--- config.mk ---
export PLATFORM = sky130hd
export DESIGN_NAME = auto_player
export DESIGN_NICKNAME = d
export VERILOG_FILES = /design/src/rtl/auto_player_pkg.sv /design/src/rtl/song_rom.sv /design/src/rtl/auto_player.sv
export SDC_FILE = /design/constraint.sdc
export NUM_CORES = 1
export LEC_CHECK = 0
export ABC_AREA = 1
export CAP_MARGIN = 25
export CORE_ASPECT_RATIO = 0.75
export CORE_MARGIN = 1.5
export CORE_UTILIZATION = 40
export DETAILED_ROUTE_END_ITERATION = 16
export PLACE_DENSITY = 0.64
export SLEW_MARGIN = 40
export SYNTH_ARGS = -nofsm -noshare
export SYNTH_HDL_FRONTEND = slang
export SYNTH_SLANG_ARGS = --single-unit
--- constraint.sdc ---
create_clock -name clk -period 3.75 [get_ports clk]
set_input_delay 1.125 -clock clk [delete_from_list [all_inputs] [get_ports clk]]
set_output_delay 1.125 -clock clk [all_outputs]
set_load 0.02 [all_outputs]
--- src/rtl/auto_player_pkg.sv ---
// auto_player_pkg: note codes, FSM state encoding and width helpers shared by the player and its ROM
package auto_player_pkg;
  localparam int REST = 0;
  localparam int NOTE_C = 1;
  localparam int NOTE_D = 2;
  localparam int NOTE_E = 3;
  localparam int NOTE_F = 4;
  localparam int NOTE_G = 5;
  localparam int NOTE_A = 6;
  localparam int NOTE_B = 7;
  typedef enum logic [2:0] {S_FETCH, S_LATCH, S_PLAY, S_PAUSE, S_DONE} state_t;
  function automatic int end_code(input int w);
    return (1 << w) - 1;
  endfunction
  function automatic int cw(input int n);
    return n > 1 ? $clog2(n) : 1;
  endfunction
endpackage

--- src/rtl/song_rom.sv ---
// song_rom: synchronous one-cycle-read table of {note, duration} per song slot; unlisted slots read END
module song_rom import auto_player_pkg::*; #(
  parameter int NUM_SONGS = 3,
  parameter int SONG_LEN = 56,
  parameter int NOTE_W = 4,
  parameter int DUR_W = 4
) (
  input  logic                    clk,
  input  logic [cw(NUM_SONGS)-1:0] song,
  input  logic [cw(SONG_LEN)-1:0]  pos,
  output logic [NOTE_W-1:0]        note,
  output logic [DUR_W-1:0]         dur
);
  logic [NOTE_W+DUR_W-1:0] e;
  function automatic logic [NOTE_W+DUR_W-1:0] mk(input int n, input int d);
    return {NOTE_W'(n), DUR_W'(d)};
  endfunction
  always_comb begin
    e = mk(end_code(NOTE_W), 0);
    case (int'(song))
      0: case (int'(pos))
        0: e = mk(NOTE_E, 2);
        1: e = mk(NOTE_C, 1);
        2: e = mk(NOTE_D, 0);
        3: e = mk(NOTE_G, 3);
        4: e = mk(REST, 1);
        5: e = mk(NOTE_B, 2);
        6: e = mk(NOTE_F, 1);
        7: e = mk(NOTE_A, 1);
        default: ;
      endcase
      1: case (int'(pos))
        0: e = mk(NOTE_C, 1);
        1: e = mk(NOTE_D, 1);
        2: e = mk(NOTE_E, 1);
        3: e = mk(NOTE_F, 1);
        default: ;
      endcase
      2: case (int'(pos))
        0: e = mk(NOTE_B, 1);
        1: e = mk(NOTE_A, 2);
        2: e = mk(NOTE_G, 1);
        3: e = mk(NOTE_F, 1);
        4: e = mk(NOTE_E, 2);
        5: e = mk(NOTE_D, 1);
        6: e = mk(NOTE_C, 1);
        7: e = mk(NOTE_G, 1);
        default: ;
      endcase
      default: ;
    endcase
  end
  always_ff @(posedge clk) {note, dur} <= e;
endmodule

--- src/rtl/auto_player.sv ---
// auto_player: ROM-driven melody sequencer with pause, looping and next/previous song select
module auto_player import auto_player_pkg::*; #(
  parameter int NUM_SONGS = 3,
  parameter int SONG_LEN = 56,
  parameter int NOTE_W = 4,
  parameter int DUR_W = 4,
  parameter int TICK_DIV = 10_000_000,
  parameter int LED_W = 7
) (
  input  logic                     clk,
  input  logic                     reset,
  input  logic                     next_song,
  input  logic                     prev_song,
  input  logic                     pause,
  input  logic                     loop_en,
  output logic [NOTE_W-1:0]        note_to_play,
  output logic [LED_W-1:0]         led_out,
  output logic [cw(NUM_SONGS)-1:0] song_idx,
  output logic                     playing,
  output logic                     song_done
);
  localparam int SW = cw(NUM_SONGS);
  localparam int PW = cw(SONG_LEN);
  localparam int TW = cw(TICK_DIV);
  state_t state_q, state_d;
  logic [SW-1:0] song_q, song_d;
  logic [PW-1:0] pos_q, pos_d;
  logic [TW-1:0] tick_q, tick_d;
  logic [DUR_W-1:0] beat_q, beat_d, dur_q, dur_d, rom_dur;
  logic [NOTE_W-1:0] note_q, note_d, out_q, out_d, rom_note;
  logic [LED_W-1:0] led_q, led_d;
  logic done_q, done_d, next_q, prev_q, loop_q;
  logic nxt_e, prv_e, sel, tick_wrap, expire, fin;
  song_rom #(.NUM_SONGS(NUM_SONGS), .SONG_LEN(SONG_LEN), .NOTE_W(NOTE_W), .DUR_W(DUR_W)) u_rom (
    .clk(clk), .song(song_q), .pos(pos_q), .note(rom_note), .dur(rom_dur)
  );
  assign nxt_e = next_song & ~next_q;
  assign prv_e = prev_song & ~prev_q;
  assign sel = nxt_e ^ prv_e;
  assign tick_wrap = tick_q == TW'(TICK_DIV - 1);
  assign expire = tick_wrap && beat_q == dur_q - 1'b1;
  always_comb begin
    state_d = state_q;
    song_d = song_q;
    pos_d = pos_q;
    tick_d = tick_q;
    beat_d = beat_q;
    note_d = note_q;
    dur_d = dur_q;
    fin = 1'b0;
    if (sel) begin
      song_d = nxt_e ? (song_q == SW'(NUM_SONGS - 1) ? '0 : song_q + 1'b1)
                     : (song_q == '0 ? SW'(NUM_SONGS - 1) : song_q - 1'b1);
      pos_d = '0;
      tick_d = '0;
      beat_d = '0;
      state_d = S_FETCH;
    end else begin
      case (state_q)
        S_FETCH: state_d = S_LATCH;
        S_LATCH: begin
          note_d = rom_note;
          dur_d = rom_dur == '0 ? DUR_W'(1) : rom_dur;
          tick_d = '0;
          beat_d = '0;
          fin = &rom_note;
          state_d = S_PLAY;
        end
        S_PLAY: begin
          tick_d = tick_wrap ? '0 : tick_q + 1'b1;
          beat_d = expire ? '0 : beat_q + DUR_W'(tick_wrap);
          fin = expire && pos_q == PW'(SONG_LEN - 1);
          pos_d = expire && !fin ? pos_q + 1'b1 : pos_q;
          state_d = expire ? S_FETCH : pause ? S_PAUSE : S_PLAY;
        end
        S_PAUSE: state_d = pause ? S_PAUSE : S_PLAY;
        S_DONE: begin
          pos_d = loop_en && !loop_q ? '0 : pos_q;
          state_d = loop_en && !loop_q ? S_FETCH : S_DONE;
        end
        default: state_d = S_FETCH;
      endcase
      // end of song: an END code or the last slot finishing
      if (fin) begin
        pos_d = loop_en ? '0 : pos_q;
        state_d = loop_en ? S_FETCH : S_DONE;
      end
    end
    out_d = state_d == S_PLAY ? note_d : '0;
    led_d = (out_d != '0 && int'(out_d) <= LED_W) ? LED_W'(1) << (out_d - 1'b1) : '0;
    done_d = state_d == S_DONE && state_q != S_DONE;
  end
  always_ff @(posedge clk) begin
    if (reset) begin
      state_q <= S_FETCH;
      song_q <= '0;
      pos_q <= '0;
      tick_q <= '0;
      beat_q <= '0;
      note_q <= '0;
      dur_q <= '0;
      out_q <= '0;
      led_q <= '0;
      done_q <= 1'b0;
      next_q <= 1'b0;
      prev_q <= 1'b0;
      loop_q <= 1'b0;
    end else begin
      state_q <= state_d;
      song_q <= song_d;
      pos_q <= pos_d;
      tick_q <= tick_d;
      beat_q <= beat_d;
      note_q <= note_d;
      dur_q <= dur_d;
      out_q <= out_d;
      led_q <= led_d;
      done_q <= done_d;
      next_q <= next_song;
      prev_q <= prev_song;
      loop_q <= loop_en;
    end
  end
  assign note_to_play = out_q;
  assign led_out = led_q;
  assign song_idx = song_q;
  assign playing = state_q == S_PLAY;
  assign song_done = done_q;
endmodule

Word level (Yosys, flattened, before mapping)
Cells that the tools add are included.
- $lt $le $gt $ge: 1
- muxes and demuxes: 29
- reductions and logical operators: 21
- equal/unequal tests: 22
- add/subtract/negate cells: 7
- shifts and indexed selects: 1
- bitwise logic cells: 7
- operator list (cell ; number):
    $pmux W8 S8 ; 1
    $pmux W8 S7 ; 1
    $pmux W24 S2 ; 1
    $pmux W8 S4 ; 1
    $add A24 B1 Y24 const B ; 1
    $eq A24 B24 Y1 const B ; 1
    $eq A6 B3 Y1 const B ; 4
    $mux W24 ; 1
    $mux W6 ; 4
    $pmux W8 S3 ; 1
    $mux W4 ; 5
    $mux W3 ; 5
    $pmux W3 S5 ; 1
    $eq A6 B2 Y1 const B ; 2
    $pmux W6 S2 ; 1
    $eq A3 B2 Y1 const B ; 3
    $pmux W4 S2 ; 1
    $reduce_and A4 Y1 ; 2
    $sub A4 B1 Y4 const B ; 2
    $shl A1 B4 Y7 const A ; 1
    $add A6 B1 Y6 const B ; 1
    $eq A3 B3 Y1 const B ; 2
    $eq A6 B1 Y1 const B ; 1
    $eq A6 B6 Y1 const B ; 1
    28 further kinds ; 44
- output and inout port bits: 15
- bits in registers: 70
- word-level logic and storage cells: 103
- bits of input ports: 6

Depth between registers and ports, before layout
Gate-level depths: netlist (run 1).
- depth in word-level cells: 14
- mapped depth: 16
- depth with buffers taken out: 16

By module
Synthesis (run 1) repeated with hierarchy kept, for this count alone.
- cell total of the unflattened synthesis: 576
- area, all modules: 3870.0 um^2
- by module, submodules not included (module ; seq. area each (um^2) ; cells an instance ; times used ; area an instance (um^2)):
    auto_player ; 1241.2 ; 503 ; 1 ; 3405.8
    song_rom ; 120.1 ; 73 ; 1 ; 464.2

Least setup slack after synthesis (run 1)
No wires, ideal clock.
- path kind: input to register
- start point: input port next_song
- end point: register led_q[3], in the netlist led_out[3]
- cell stages on the path: 9
- arrival time: 2.276 ns
- required time: 3.694 ns
- path buffers: 0
- library setup time: 0.056 ns
- setup slack: 1.417 ns
- cells stage by stage: inv_1 o21ai_1 nand2_1 a21oi_1 nand3_2 nor2_4 nand3b_1 nand3b_1 inv_1
- longest elaborated chain between the ends: 9
- elaborated cells between the ends (all ways): 13
- classes of those cells: 1 x add/sub; 1 x order compare; 1 x eq/ne; 1 x shift; 3 x mux; 3 x bitwise; 3 x reduce/logical
- ends and longest elaborated chain (what ; line ; text):
    start: declaration ; auto_player.sv:12 ; input logic next_song,
    $and A1 B1 Y1 (*) ; auto_player.sv:37 ; assign nxt_e = next_song & ~next_q;
    $xor A1 B1 Y1 (*) ; auto_player.sv:39 ; assign sel = nxt_e ^ prv_e;
    $mux W3 ; auto_player.sv:51 ; if (sel) begin
    $eq A3 B2 Y1 ; auto_player.sv:89 ; out_d = state_d == S_PLAY ? note_d : '0;
    $mux W4 (*) ; auto_player.sv:89 ;
    $le A4 B3 Y1 / $reduce_bool A4 Y1 (equally long branches) ; auto_player.sv:90 ; led_d = (out_d != '0 && int'(out_d) <= LED_W) ? LED_W'(1) << (out_d - 1'b1) : '0;
    $logic_and A1 B1 Y1 ; auto_player.sv:90 ;
    $not A1 Y1 (no source line) ; n/a ;
    $reduce_or A2 Y1 (no source line) ; n/a ;
    end signal: assignment ; auto_player.sv:117 ; led_q <= led_d;
    end: declaration ; auto_player.sv:31 ; logic [LED_W-1:0] led_q, led_d;
Mark *: on every way between the ends. The rest lies on a longest branch, timed or not.
A chain may end at the register's enable or synchronous reset.

Final worst setup path (run 1)
- start point: input port prev_song
- end point: register tick_q[5]
- longest elaborated chain between the ends: 3
- ends and longest elaborated chain (what ; line ; text):
    start: declaration ; auto_player.sv:13 ; input logic prev_song,
    $and A1 B1 Y1 ; auto_player.sv:38 ; assign prv_e = prev_song & ~prev_q;
    $xor A1 B1 Y1 ; auto_player.sv:39 ;
    $reduce_or A2 Y1 (no source line) ; n/a ;
    end signal: assignment ; auto_player.sv:112 ; tick_q <= tick_d;
    end: declaration ; auto_player.sv:28 ; logic [TW-1:0] tick_q, tick_d;
No other way between the ends.

==> impl_metrics.env, run 1 <==
export IMPL_synth_seq_cells=66
export IMPL_setup_tns_ps=0
export IMPL_min_period_ps=2850
export IMPL_synthToLayoutAreaGrowth_pct=16.8
export IMPL_diodes=0
export IMPL_ys_flop_type="dfxtp_1"
export IMPL_clockBufferDepth=2
export IMPL_m1WireLength_um=4600
export IMPL_yosysSeqAreaShare_pct=35.5
export IMPL_cp_arrival_ps=3090
export IMPL_rsz0062_at_grt="false"
export IMPL_synthArstFlopShare_pct=0
export IMPL_fp_dieW_um=114
export IMPL_insertion_delay_ps=340
export IMPL_wl_met2_um=3580
export IMPL_wl_per_cell_um=12.3
export IMPL_hold_path_class="reg -> reg"
export IMPL_setup_viol=0
export IMPL_routed_wl_um=8630
export IMPL_synth_avg_cell_area_um2=6.84
export IMPL_port_buffers=20
export IMPL_dr_total_vias=3477
export IMPL_place_inst=684
export IMPL_grt_pass1_wl_um=14800
export IMPL_drive_gt1_share_pct=11.7
export IMPL_worstMarginPinSlew_ps=536
export IMPL_grt_max_degree=29
export IMPL_maxCapViolations=0
export IMPL_via_per_inst=4.97
export IMPL_skew_ps=8.16
export IMPL_core_area_um2=9050
export IMPL_leakage_uw=0.00175
export IMPL_instances_no_fill=700
export IMPL_drc=0
export IMPL_antenna_found_initial=0
export IMPL_row_count=30
export IMPL_cts_buffers=9
export IMPL_max_slew_margin_pct=64.3
export IMPL_cts_sinks=66
export IMPL_nets=585
export IMPL_cts_tree="built"
export IMPL_firstDrtPassIters=5
export IMPL_grt_overflow=0
export IMPL_die_h_um=86.5
export IMPL_powerDensity_nw_per_um2=413
export IMPL_hold_violations=0
export IMPL_highest_layer="met4"
export IMPL_drv_slew=0
export IMPL_cp_end_kind="register"
export IMPL_critPathKind="in -> reg"
export IMPL_fmax_mhz=351
export IMPL_start_kind="primary input"
export IMPL_syn_area_um2=3720
export IMPL_ctsHoldBuffers=0
export IMPL_h_tree_depth=3
export IMPL_nFillCells=944
export IMPL_route_antenna_remaining_nets=0
export IMPL_syn_nets=562
export IMPL_root_buffer="clkbuf_16"
export IMPL_grt_pass1_vias=3132
export IMPL_status="finished, final reports clean"
export IMPL_post_route_period_util_pct=75.9
export IMPL_dp_hpwl_um=6270
export IMPL_yosysWarnings=0
export IMPL_start_util_pct=41.1
export IMPL_grt_usage_pct=19.0
export IMPL_synth_cell_types=47
export IMPL_ctsResizeCount=0
export IMPL_synth_edf_count=0
export IMPL_post_cts_buffers=0
export IMPL_netlist_instances=544
export IMPL_total_power_uw=1790
export IMPL_worstPathMaxFanout=26
export IMPL_gp_congestion=0.880
export IMPL_vdd_drop_max_mv=0.205
export IMPL_clkTransAtPathRegs_ps=60
export IMPL_drt_initial_drc_count=178
export IMPL_dieArea_um2=9890
export IMPL_required_ps=4000
export IMPL_pin_count=21
export IMPL_met3_length_um=350
==> final timing paths <==
path,startpoint,to,cells after the start,slack [ps]
hold / removal,dur_q[1],dur_q[1],2,470
setup / recovery,prev_song,tick_q[5],7,900
hold reg to reg,dur_q[1],dur_q[1],2,470
setup reg to reg,tick_q[1],tick_q[20],12,1650
==> per-layer routing <==
metal,GRT usage (%),up-vias
met5,0,-
met4,5.80,0
met3,5.24,9
met2,27.6,73
met1,27.3,1580
li1,-,1815
==> critical path, cell delays in order <==
cell and delay, ps:
clkdlybuf4s50_1 460, inv_1 60, o21ai_1 250, nand2_1 170, nor2_1 420, inv_2 330
a221oi_1 270
==> cells in the mapped netlist, types with 3 or more instances <==
library cell | n | area (um^2)
nand2_2 | 10 | 62.6
nor2_2 | 6 | 37.5
nand3_1 | 28 | 140
or2_2 | 3 | 18.8
inv_2 | 8 | 30.0
o21ai_0 | 17 | 85.1
xor2_1 | 3 | 26.3
o211ai_1 | 5 | 37.5
o221ai_1 | 3 | 26.3
ha_1 | 12 | 150
dfxtp_1 | 66 | 1320
nor2_1 | 67 | 251
a21oi_1 | 40 | 200
inv_1 | 76 | 285
clkbuf_1 | 6 | 22.5
nor3_1 | 16 | 80.1
o21ai_1 | 6 | 30.0
nand2_1 | 110 | 413
nand4_1 | 14 | 87.6
clkinv_1 | 3 | 11.3
nor2_4 | 3 | 33.8
nand3_2 | 7 | 70.1
==> placed cells by master (no fill, tap or decap), types with 2 or more instances in the layout <==
| cell | instances |
|---|---|
| a211oi_1 | 2 |
| a21oi_1 | 40 |
| and3_1 | 2 |
| clkbuf_16 | 9 |
| clkdlybuf4s50_1 | 20 |
| clkinv_1 | 2 |
| clkinv_4 | 4 |
| dfxtp_1 | 66 |
| ha_1 | 12 |
| inv_1 | 76 |
| inv_2 | 9 |
| inv_4 | 2 |
| nand2_1 | 110 |
| nand2_2 | 10 |
| nand3_1 | 28 |
| nand3_2 | 7 |
| nand3b_1 | 2 |
| nand4_1 | 14 |
| nand4_2 | 2 |
| nor2_1 | 67 |
| nor2_2 | 6 |
| nor2_4 | 3 |
| nor3_1 | 16 |
| nor3_2 | 2 |
| o2111ai_1 | 2 |
| o211ai_1 | 5 |
| o21a_1 | 2 |
| o21ai_0 | 17 |
| o21ai_1 | 6 |
| o21ai_2 | 2 |
| o221ai_1 | 3 |
| o22ai_1 | 2 |
| or2_2 | 3 |
| xor2_1 | 3 |
==> flip-flops by register name, summed over array words and instances, names as in the netlist, 3 cells and up <==
| signal | cells |
|---|---|
| beat_q | 4 |
| led_out | 7 |
| note_q | 4 |
| note_to_play | 4 |
| pos_q | 6 |
| state_q | 3 |
| tick_q | 24 |
| u_rom.note | 4 |
==> power breakdown <==
group / leakage, uW / internal [uW] / total, uW / switching [uW]
clock network: 0.000150 / 520 / 853 / 333
registers: 0.000535 / 727 / 745 / 17.9
logic: 0.00107 / 61.6 / 195 / 133
==> cell families after synthesis <==
family          count (synthesis)  synth area share, %
compound gates                 88                 13.9
xor+xnor                        3                0.707
buf+inv                        98                 10.4
simple gates                  277                 35.4
flops                          66                 35.5
fa+ha+maj                      12                 4.04
==> per-stage QoR <==
step	setup slack, ps	utilization [%]	instance area (um^2)	hold slack, ps
3_3_place_gp	702	44.7	4040	453
3_5_place_dp	614	44.7	4040	467
5_1_grt	717	48.0	4340	506
6_report	902	48.0	4340	471
2_1_floorplan	1420	-	3720	441
4_1_cts	952	48.0	4340	475
==> layout make-up <==
type	instances	area (um^2)	area share, %
Inverter	89	339	7.81
Clock inverter	7	78.8	1.81
Multi-Input combinational cell	380	2010	46.3
Timing Repair Buffer	21	208	4.78
Clock buffer	9	225	5.18
Sequential cell	66	1320	30.4
Tap cell	128	160	3.69
Note: power is estimated with default switching activity, not from simulation.
==> inputs of run 2 (changes only) <==
==> constraint.sdc (replaced) <==
create_clock -name clk -period 2.7 [get_ports clk]
set_input_delay 0.81 -clock clk [delete_from_list [all_inputs] [get_ports clk]]
set_output_delay 0.81 -clock clk [all_outputs]
set_load 0.02 [all_outputs]
==> run 2 against run 1 <==
Effect of this change: global-route usage shrank 0.77 points; non-clock buffer count grew 5; clock-buffer cell count is the same; die area is the same.
==> impl_metrics.env, run 2 (same netlist as run 1, synthesis figures left out) <==
export IMPL_pin_count=21
export IMPL_setup_viol=0
export IMPL_clockBufferDepth=2
export IMPL_min_period_ps=2450
export IMPL_via_per_inst=4.95
export IMPL_port_buffers=20
export IMPL_final_area_um2=4400
export IMPL_required_ps=1890
export IMPL_root_buffer="clkbuf_16"
export IMPL_max_slew_margin_pct=60.7
export IMPL_worstMarginPinSlew_ps=588
export IMPL_maxCapViolations=0
export IMPL_hold_path_class="reg -> reg"
export IMPL_cts_sinks=66
export IMPL_seqPwrFrac_pct=40.0
export IMPL_grt_overflow=0
export IMPL_routed_wl_um=8490
export IMPL_grt_pass1_vias=2956
export IMPL_setup_tns_ps=0
export IMPL_combPwrFrac_pct=10.8
export IMPL_top_register="tick_q"
export IMPL_antenna_found_initial=0
export IMPL_multi_input_area_um2=2010
export IMPL_insertion_delay_ps=340
export IMPL_grt_max_degree=27
export IMPL_ctsHoldBuffers=0
export IMPL_drc=0
export IMPL_post_route_period_util_pct=90.8
export IMPL_critPathKind="reg -> out"
export IMPL_cts_buffers=9
export IMPL_h_tree_depth=3
export IMPL_gp_congestion=0.885
export IMPL_clkTransAtPathRegs_ps=60
export IMPL_crit_start="state_q[2]"
export IMPL_ctsResizeCount=0
export IMPL_powerDensity_nw_per_um2=587
export IMPL_dr_total_vias=3493
export IMPL_grt_pass1_wl_um=14100
export IMPL_switching_share_pct=25.7
export IMPL_drive_gt1_share_pct=12.3
export IMPL_dieArea_um2=9890
export IMPL_dp_hpwl_um=6360
export IMPL_register_area_um2=1320
export IMPL_row_count=30
export IMPL_pwr_share_clk_pct=49.1
export IMPL_largest_reg_flops=24
export IMPL_nFillCells=918
export IMPL_cp_end_kind="output pin"
export IMPL_synthToLayoutAreaGrowth_pct=18.4
export IMPL_fp_dieW_um=114
export IMPL_skew_ps=6.43
export IMPL_leakage_uw=0.00179
export IMPL_vdd_drop_max_mv=0.329
export IMPL_r2r_start="tick_q[1]"
export IMPL_die_h_um=86.5
export IMPL_route_antenna_remaining_nets=0
export IMPL_intPower_uw=1920
export IMPL_final_cell_mix="110 x nand2_1, 76 x inv_1, 67 x nor2_1"
export IMPL_wl_per_cell_um=12.0
export IMPL_diodes=0
export IMPL_start_kind="register"
export IMPL_status="finished, final reports clean"
export IMPL_nets=590
export IMPL_drv_slew=0
export IMPL_drt_initial_drc_count=244
export IMPL_grt_usage_pct=18.2
export IMPL_power_switching_uw=663
export IMPL_hold_violations=0
export IMPL_worstPathMaxFanout=8
export IMPL_core_area_um2=9050
export IMPL_fmax_mhz=408
export IMPL_postPlaceCellArea_um2=4080
export IMPL_layout_commonest_cell="nand2_1"
export IMPL_rsz0062_at_grt="false"
export IMPL_firstDrtPassIters=5
export IMPL_cp_arrival_ps=1640
export IMPL_start_util_pct=41.1
export IMPL_holdCritStartpoint="dur_q[1]"
export IMPL_post_cts_buffers=0
export IMPL_cts_tree="built"
[run 2: worst max-delay path, cell delays in order, from the launching register on]
cell	delay, ps
dfxtp_1	330
inv_2	100
nand3_2	120
inv_4	140
clkdlybuf4s50_1	620
[run 2: path summary, 6_finish.rpt]
| check | depth (start not counted) | slack [ps] | to |
|---|---|---|---|
| max | 4 | 250 | playing |
| min | 2 | 470 | dur_q[1] |
| max reg2reg | 11 | 520 | tick_q[18] |
| min reg2reg | 2 | 470 | dur_q[1] |
[run 2: routing by layer]
metal  global-route usage (%)  vias to the layer above  wire [um]
li1                         -                     1824          -
met1                     27.0                     1583       4540
met2                     25.7                       75       3400
met3                     4.06                       11        412
met4                     6.82                        0        133
met5                        0                        -          0
[run 2: power groups by stage]
stage	combinational, uW	sequential [uW]	clock [uW]
2_1_floorplan	193	1050	0
3_3_place_gp	274	1050	0
3_5_place_dp	277	1060	0
4_1_cts	279	1030	1300
5_1_grt	312	1040	1340
6_report	279	1030	1270
[run 2: area by class of cell]
class / count / share of cell area [%]
Clock buffer: 9 / 5.12
Timing Repair Buffer: 26 / 5.57
Multi-Input combinational cell: 380 / 45.7
Inverter: 89 / 7.70
Tap cell: 128 / 3.64
Sequential cell: 66 / 30.0
Clock inverter: 7 / 2.27
[run 2: per-stage QoR]
stage | total power (uW) | instances | worst slack [ps] | hold WS [ps] | utilization [%]
floorplan | 1240 | 544 | 682 | 441 | -
global placement | 1330 | 689 | 153 | 461 | 45.1
detailed placement | 1330 | 689 | 33.6 | 464 | 45.1
CTS | 2620 | 705 | 225 | 473 | 48.7
global route | 2690 | 705 | 172 | 517 | 48.7
finish | 2580 | 705 | 248 | 475 | 48.7
